==> src/rtl/reindeer_mm_reg_arbiter.sv <==
// Two-requester round-robin arbiter in front of the mm_reg Wishbone-style channel.
// One transaction in flight; registered ack/rdat back to the winner, error on timeout.
module reindeer_mm_reg_arbiter #(
    parameter int ADDR_BITS      = 16,
    parameter int XLEN           = 32,
    parameter int TIMEOUT_CYCLES = 255
) (
    input  logic                 clk,
    input  logic                 sync_reset,

    input  logic                 m0_req,
    input  logic                 m0_we,
    input  logic [XLEN/8-1:0]    m0_sel,
    input  logic [ADDR_BITS-1:0] m0_adr,
    input  logic [XLEN-1:0]      m0_wdat,
    output logic                 m0_ack,
    output logic                 m0_err,
    output logic [XLEN-1:0]      m0_rdat,

    input  logic                 m1_req,
    input  logic                 m1_we,
    input  logic [XLEN/8-1:0]    m1_sel,
    input  logic [ADDR_BITS-1:0] m1_adr,
    input  logic [XLEN-1:0]      m1_wdat,
    output logic                 m1_ack,
    output logic                 m1_err,
    output logic [XLEN-1:0]      m1_rdat,

    output logic                 s_stb,
    output logic                 s_we,
    output logic [XLEN/8-1:0]    s_sel,
    output logic [ADDR_BITS-1:0] s_adr,
    output logic [XLEN-1:0]      s_wdat,
    input  logic [XLEN-1:0]      s_rdat,
    input  logic                 s_ack,

    output logic                 busy,
    output logic                 grant_id
);

    // state | meaning
    // IDLE  | no transaction; arbitrate among pending requests
    // BUSY  | strobe held to slave, waiting for s_ack or timeout
    // RESP  | one-cycle ack/err pulse visible to the winner

    localparam int SEL_BITS = XLEN / 8;
    localparam int CNT_BITS = (TIMEOUT_CYCLES > 0) ? $clog2(TIMEOUT_CYCLES + 1) : 1;
    localparam logic [CNT_BITS-1:0] CNT_LAST =
        (TIMEOUT_CYCLES > 0) ? CNT_BITS'(TIMEOUT_CYCLES - 1) : '0;
    localparam bit TIMEOUT_EN = (TIMEOUT_CYCLES > 0);

    typedef enum logic [1:0] {
        IDLE = 2'd0,
        BUSY = 2'd1,
        RESP = 2'd2
    } state_t;

    state_t                state;
    logic                  last_grant;
    logic [CNT_BITS-1:0]   to_cnt;

    logic                  any_req;
    logic                  pick_m1;
    logic                  win_we;
    logic [SEL_BITS-1:0]   win_sel;
    logic [ADDR_BITS-1:0]  win_adr;
    logic [XLEN-1:0]       win_wdat;
    logic                  timed_out;

    // On a tie the requester that was not served last wins.
    always_comb begin
        any_req = m0_req | m1_req;
        pick_m1 = 1'b0;
        if (m0_req && m1_req) begin
            pick_m1 = ~last_grant;
        end else begin
            pick_m1 = m1_req;
        end
        win_we   = pick_m1 ? m1_we   : m0_we;
        win_sel  = pick_m1 ? m1_sel  : m0_sel;
        win_adr  = pick_m1 ? m1_adr  : m0_adr;
        win_wdat = pick_m1 ? m1_wdat : m0_wdat;
    end

    assign timed_out = TIMEOUT_EN && (to_cnt == CNT_LAST);

    always_ff @(posedge clk) begin
        if (sync_reset) begin
            state      <= IDLE;
            last_grant <= 1'b1;
            to_cnt     <= '0;
            s_stb      <= 1'b0;
            s_we       <= 1'b0;
            s_sel      <= '0;
            s_adr      <= '0;
            s_wdat     <= '0;
            m0_ack     <= 1'b0;
            m0_err     <= 1'b0;
            m0_rdat    <= '0;
            m1_ack     <= 1'b0;
            m1_err     <= 1'b0;
            m1_rdat    <= '0;
            busy       <= 1'b0;
            grant_id   <= 1'b0;
        end else begin
            case (state)
                IDLE: begin
                    if (any_req) begin
                        s_stb      <= 1'b1;
                        s_we       <= win_we;
                        s_sel      <= win_we ? win_sel : '1;
                        s_adr      <= win_adr;
                        s_wdat     <= win_wdat;
                        grant_id   <= pick_m1;
                        last_grant <= pick_m1;
                        busy       <= 1'b1;
                        to_cnt     <= '0;
                        state      <= BUSY;
                    end
                end

                BUSY: begin
                    if (to_cnt != '1) begin
                        to_cnt <= to_cnt + 1'b1;
                    end
                    // A slave ack in the expiry cycle still completes cleanly.
                    if (s_ack) begin
                        s_stb <= 1'b0;
                        s_we  <= 1'b0;
                        if (grant_id) begin
                            m1_ack  <= 1'b1;
                            m1_err  <= 1'b0;
                            m1_rdat <= s_we ? '0 : s_rdat;
                        end else begin
                            m0_ack  <= 1'b1;
                            m0_err  <= 1'b0;
                            m0_rdat <= s_we ? '0 : s_rdat;
                        end
                        state <= RESP;
                    end else if (timed_out) begin
                        s_stb <= 1'b0;
                        if (grant_id) begin
                            m1_ack  <= 1'b1;
                            m1_err  <= 1'b1;
                            m1_rdat <= '0;
                        end else begin
                            m0_ack  <= 1'b1;
                            m0_err  <= 1'b1;
                            m0_rdat <= '0;
                        end
                        state <= RESP;
                    end
                end

                RESP: begin
                    m0_ack <= 1'b0;
                    m0_err <= 1'b0;
                    m1_ack <= 1'b0;
                    m1_err <= 1'b0;
                    busy   <= 1'b0;
                    state  <= IDLE;
                end

                default: begin
                    state <= IDLE;
                end
            endcase
        end
    end

endmodule

==> config.mk <==
export PLATFORM = sky130hd
export DESIGN_NAME = reindeer_mm_reg_arbiter
export DESIGN_NICKNAME = d
export VERILOG_FILES = /design/src/rtl/reindeer_mm_reg_arbiter.sv
export SDC_FILE = /design/constraint.sdc
export NUM_CORES = 1
export LEC_CHECK = 0
export ABC_AREA = 1
export CAP_MARGIN = 10
export CORE_MARGIN = 3
export CORE_UTILIZATION = 35
export CTS_CLUSTER_DIAMETER = 150
export DETAILED_ROUTE_END_ITERATION = 8
export PLACE_DENSITY = 0.73
export SETUP_SLACK_MARGIN = 0.4
export SLEW_MARGIN = 10
export SYNTH_ARGS = -nofsm -noshare
export SYNTH_HDL_FRONTEND = slang
export SYNTH_SLANG_ARGS = --single-unit
==> constraint.sdc <==
create_clock -name clk -period 1.4 [get_ports clk]
set_input_delay 0.14 -clock clk [delete_from_list [all_inputs] [get_ports clk]]
set_output_delay 0.14 -clock clk [all_outputs]
set_load 0.1 [all_outputs]
==> impl.org <==
** Run status
- The flow ran to the end, but the final reports show violations.
- Failing checks :: negative setup slack

** Global route
- Global-route wire length before repair :: 37500 µm
- Entering global routing, the biggest net connects 54 pins.
- Global routing used 25.6% of the available tracks.
- Residual overflow from global routing :: 0
- The layer flagged by global routing as most heavily used is met2.
- Routing usage on met2 :: 45.6%
- GR met3 Demand/Resource :: 7.89%
- The via count of the first global-routing pass was 7108.
- Global-route met1 utilization :: 28.0%
- The initial antenna violation count was 0.

** Clock tree
- The clock passes through at most 2 buffers.
- H-tree levels :: 4
- TritonCTS built the clock tree.
- Clock tree synthesis selected as its root buffer the cell clkbuf_16.
- CTS Hold Buffers Added :: 0
- Clk pin slew, worst setup/hold paths :: 0.06 ns
- The clock net in this run drives a total of 135 sinks.
- The clock reaches the later pin of the worst-skew pair after 0.42 ns.
- Total clock buffers created by CTS :: 17

** Pwr
- Switching power :: 6.70 mW
- Part of the power in combinational logic :: 44.8%
- Power density of the placed cells :: 1260 nW/µm²
- IR analysis of the VDD net gives a maximum drop of 904 µV.
- Net switching is 39.2% of the power.
- Reg power frac :: 27.3%
- Leakage power figure :: 5.60 nW
- The clock network burns 27.9% of the power.
- Overall power consumption after layout is estimated at 17.1 mW.
- Internal power comes to 10.4 mW.

** Layout
- Core occupancy in the finished layout :: 80.7%
- Fraction of final layout cells with drive strength greater than 1 :: 48.9%
- Fill cells in the final layout number 879.
- Layout overhead on the synthesized area :: 124%
- Cell area after layout :: 13500 µm²
- Count of inserted antenna diode cells :: 0
- Net count of the finished layout :: 1394

** Yosys
- Post-synthesis register bit count :: 135
- A synthesized cell averages 6.91 µm².
- Netlist cell types :: 27
- The Yosys step of the flow raised 0 warnings.
- Proportion of synthesized chip area in sequential cells :: 44.7%
- Synthesized cell area :: 6050 µm²
- Counting every net in the synthesized netlist gives 1024.
- In the synthesized netlist, the number of instances is 875.

** Critical path
- Of all nets on the critical path, the largest fanout is 7.
- STA classifies the critical path endpoint as a flop.
- The worst setup path is launched from a flop.
- On the worst path, the slowest cell contributes a delay of 0.39 ns.
- Slowest cell on crit path :: dfxtp_4
- The critical path is of the flop to flop type.
- The critical path goes through inv_4 > ha_4 > o21ai_4 > buf_12 > clkinv_16 > buf_8 > buf_16 > nand3_2 > a21oi_1.
- Required time worst endpoint :: 1.67 ns
- Data on the critical path arrives at its endpoint at 1.83 ns.

** Timing
- Slew at the pin with the worst max-slew slack :: 0.581 ns
- Rel. slew slack :: 61.3%
- Least setup slack across all paths after layout :: -0.156 ns
- For this run, the top clock speed supported by timing is 643 MHz.
- Setup repair after global routing could not meet its margin everywhere.
- Final critical path time including I/O delays and setup :: 1.56 ns
- Share of the clock period used by the worst path after layout :: 111%
- Clock skew after layout :: 0.00898 ns
- The count of final max-slew check failures is 0.
- Final hold violation count :: 0
- Setup violations remaining at the end of the flow were counted as 132.

** Drt
- The first routing iteration left 460 violations.
- Total via count in the routed design :: 7704
- The detail route stage leaves a number of antenna-violating nets equal to 0.
- The first detailed-routing pass took 5 iterations.
- Post-Route WL :: 29100 µm
- Dividing the detail-routed via count by the number of cells gives 5.21.
- WL/cell :: 19.7 µm
- Post-detailed-route DRC marker count :: 0

** Placed design
- Summing all placed instances gives a cell area of 10700 µm².
- The HPWL after detailed placement is 16200 µm.
- Buffers placed on the I/O ports in this run total 266.
- Global placer's final weighted congestion :: 0.841

** Floorplanning
- The floorplan has 47 rows.
- During I/O placement, the number of pins put on the boundary was 267.
- Total die area :: 18900 µm²
- Measured along the x axis, the die boundary spans 137 µm.
- In this run the standard cell core region covers 16800 µm².
- From bottom edge to top edge, the die measures 137 µm.
- Once the floorplan was initialized, standard cells occupied 36.1% of the core.

** Hold path
- Worst min-delay path class :: primary input to flop

** Run
- Max-cap violations :: 0
-- layout make-up --
class                   count  area [µm²]  share of cell area (%)
repair buffers            411        5660                    41.8
inverters                  83         337                    2.49
well taps                 220         275                    2.03
clock buffers              18         450                    3.33
flip-flops and latches    135        2950                    21.8
repair inverters            1        30.0                   0.222
multi-input cells         596        3650                    27.0
clock inverters            14         171                    1.27
-- layout by cell type, fill, tap and decap left out, drive strengths merged --
cell           synthesis  layout
buf                   38     265
and3                   1       1
a22oi                  1       1
bufbuf                 0       1
dfxtp                135     135
clkinvlp               0       3
nand2                271     271
clkdlybuf4s50          0     141
nand4                 28      28
nor3                   3       3
nor2                  99      99
a31oi                 48      48
clkinv                 0       7
nand3                 30      30
bufinv                 0       3
inv                   83      85
a21oi                 47      47
clkbuf                23      22
o21ai                 60      60
ha                     6       6
o21bai                 1       1
nand3b                 1       1
-- synthesized netlist by cell type (all sizes together) --
cell / number / area share, %
nor2: 99 / 6.3
a31oi: 48 / 5.0
dfxtp: 135 / 45
inv: 83 / 5.1
o21ai: 60 / 5.1
nand3: 30 / 2.8
clkbuf: 23 / 1.4
a22oi: 1 / 0.12
and3: 1 / 0.10
nand4: 28 / 2.9
nand3b: 1 / 0.12
nor3: 3 / 0.25
nand2: 271 / 17
ha: 6 / 1.2
a21oi: 47 / 3.9
o21bai: 1 / 0.12
buf: 38 / 3.8
-- final timing paths --
check / from / end / slack (ns) / depth (start not counted)
worst min-delay path: sync_reset / s_adr[13]$_SDFFE_PP0P_ / 0.21 / 5
worst max register to register: state[0]$_SDFFE_PP0P_ / s_we$_SDFFE_PP0P_ / -0.16 / 9
worst max-delay path: state[0]$_SDFFE_PP0P_ / s_we$_SDFFE_PP0P_ / -0.16 / 9
worst min register to register: m1_ack$_SDFFE_PP0P_ / m1_ack$_SDFFE_PP0P_ / 0.47 / 2
-- timing repair --
item                       CTS  global route
pin swaps                   26            23
resized for setup          143           172
cloned                      12             4
setup buffers               46            33
setup endpoints to repair  259           259
-- state kept, by name (all words and copies together) (netlist names), 2 cells and up --
register,flops
state,2
s_adr,16
m0_rdat,32
s_wdat,32
s_sel,4
to_cnt,8
m1_rdat,32
-- power groups by stage --
stage	combinational, mW	sequential [mW]	clock [mW]
final	7.65	4.67	4.78
after global routing	7.87	4.70	4.96
after CTS	6.78	4.63	4.79
after detailed placement	5.77	4.71	0
after global placement	5.72	4.69	0
after floorplan	1.32	6.80	0
-- per-layer routing --
layer,share of wire (%),vias to the layer above,routed length [µm]
li1,-,3580,-
met1,35,3602,10200
met2,52,417,15000
met3,8.4,105,2430
met4,5.1,0,1480
met5,0,-,0
-- kinds of logic (layout without fill, tap and decap cells) --
logic type	after synthesis	after routing	share of synthesized area, %
AOI/OAI and AO/OA	157	157	14.2
adders and majority gates	6	6	1.24
buffers and inverters	144	527	10.4
DFF	135	135	44.7
and+or+nand+nor	433	433	29.5
-- through the flow --
stage | hold WS, ns | TNS (ns) | instances | worst slack, ns
floorplan | 0.292 | 0 | 875 | 0.0685
global placement | 0.458 | -5.99 | 1351 | -0.148
detailed placement | 0.461 | -9.14 | 1351 | -0.169
CTS | 0.187 | -2.33 | 1441 | -0.0550
global route | 0.234 | -15.69 | 1478 | -0.202
finish | 0.213 | -9.51 | 1478 | -0.156
-- worst max-delay path, delay by kind of cell, from the launching register on --
kind | cells | cell delay, ns
DFF | 1 | 0.39
buffers and inverters | 5 | 0.58
AOI/OAI and AO/OA | 2 | 0.20
and+or+nand+nor | 1 | 0.06
adders and majority gates | 1 | 0.18
(Power assumes the default switching activity.)
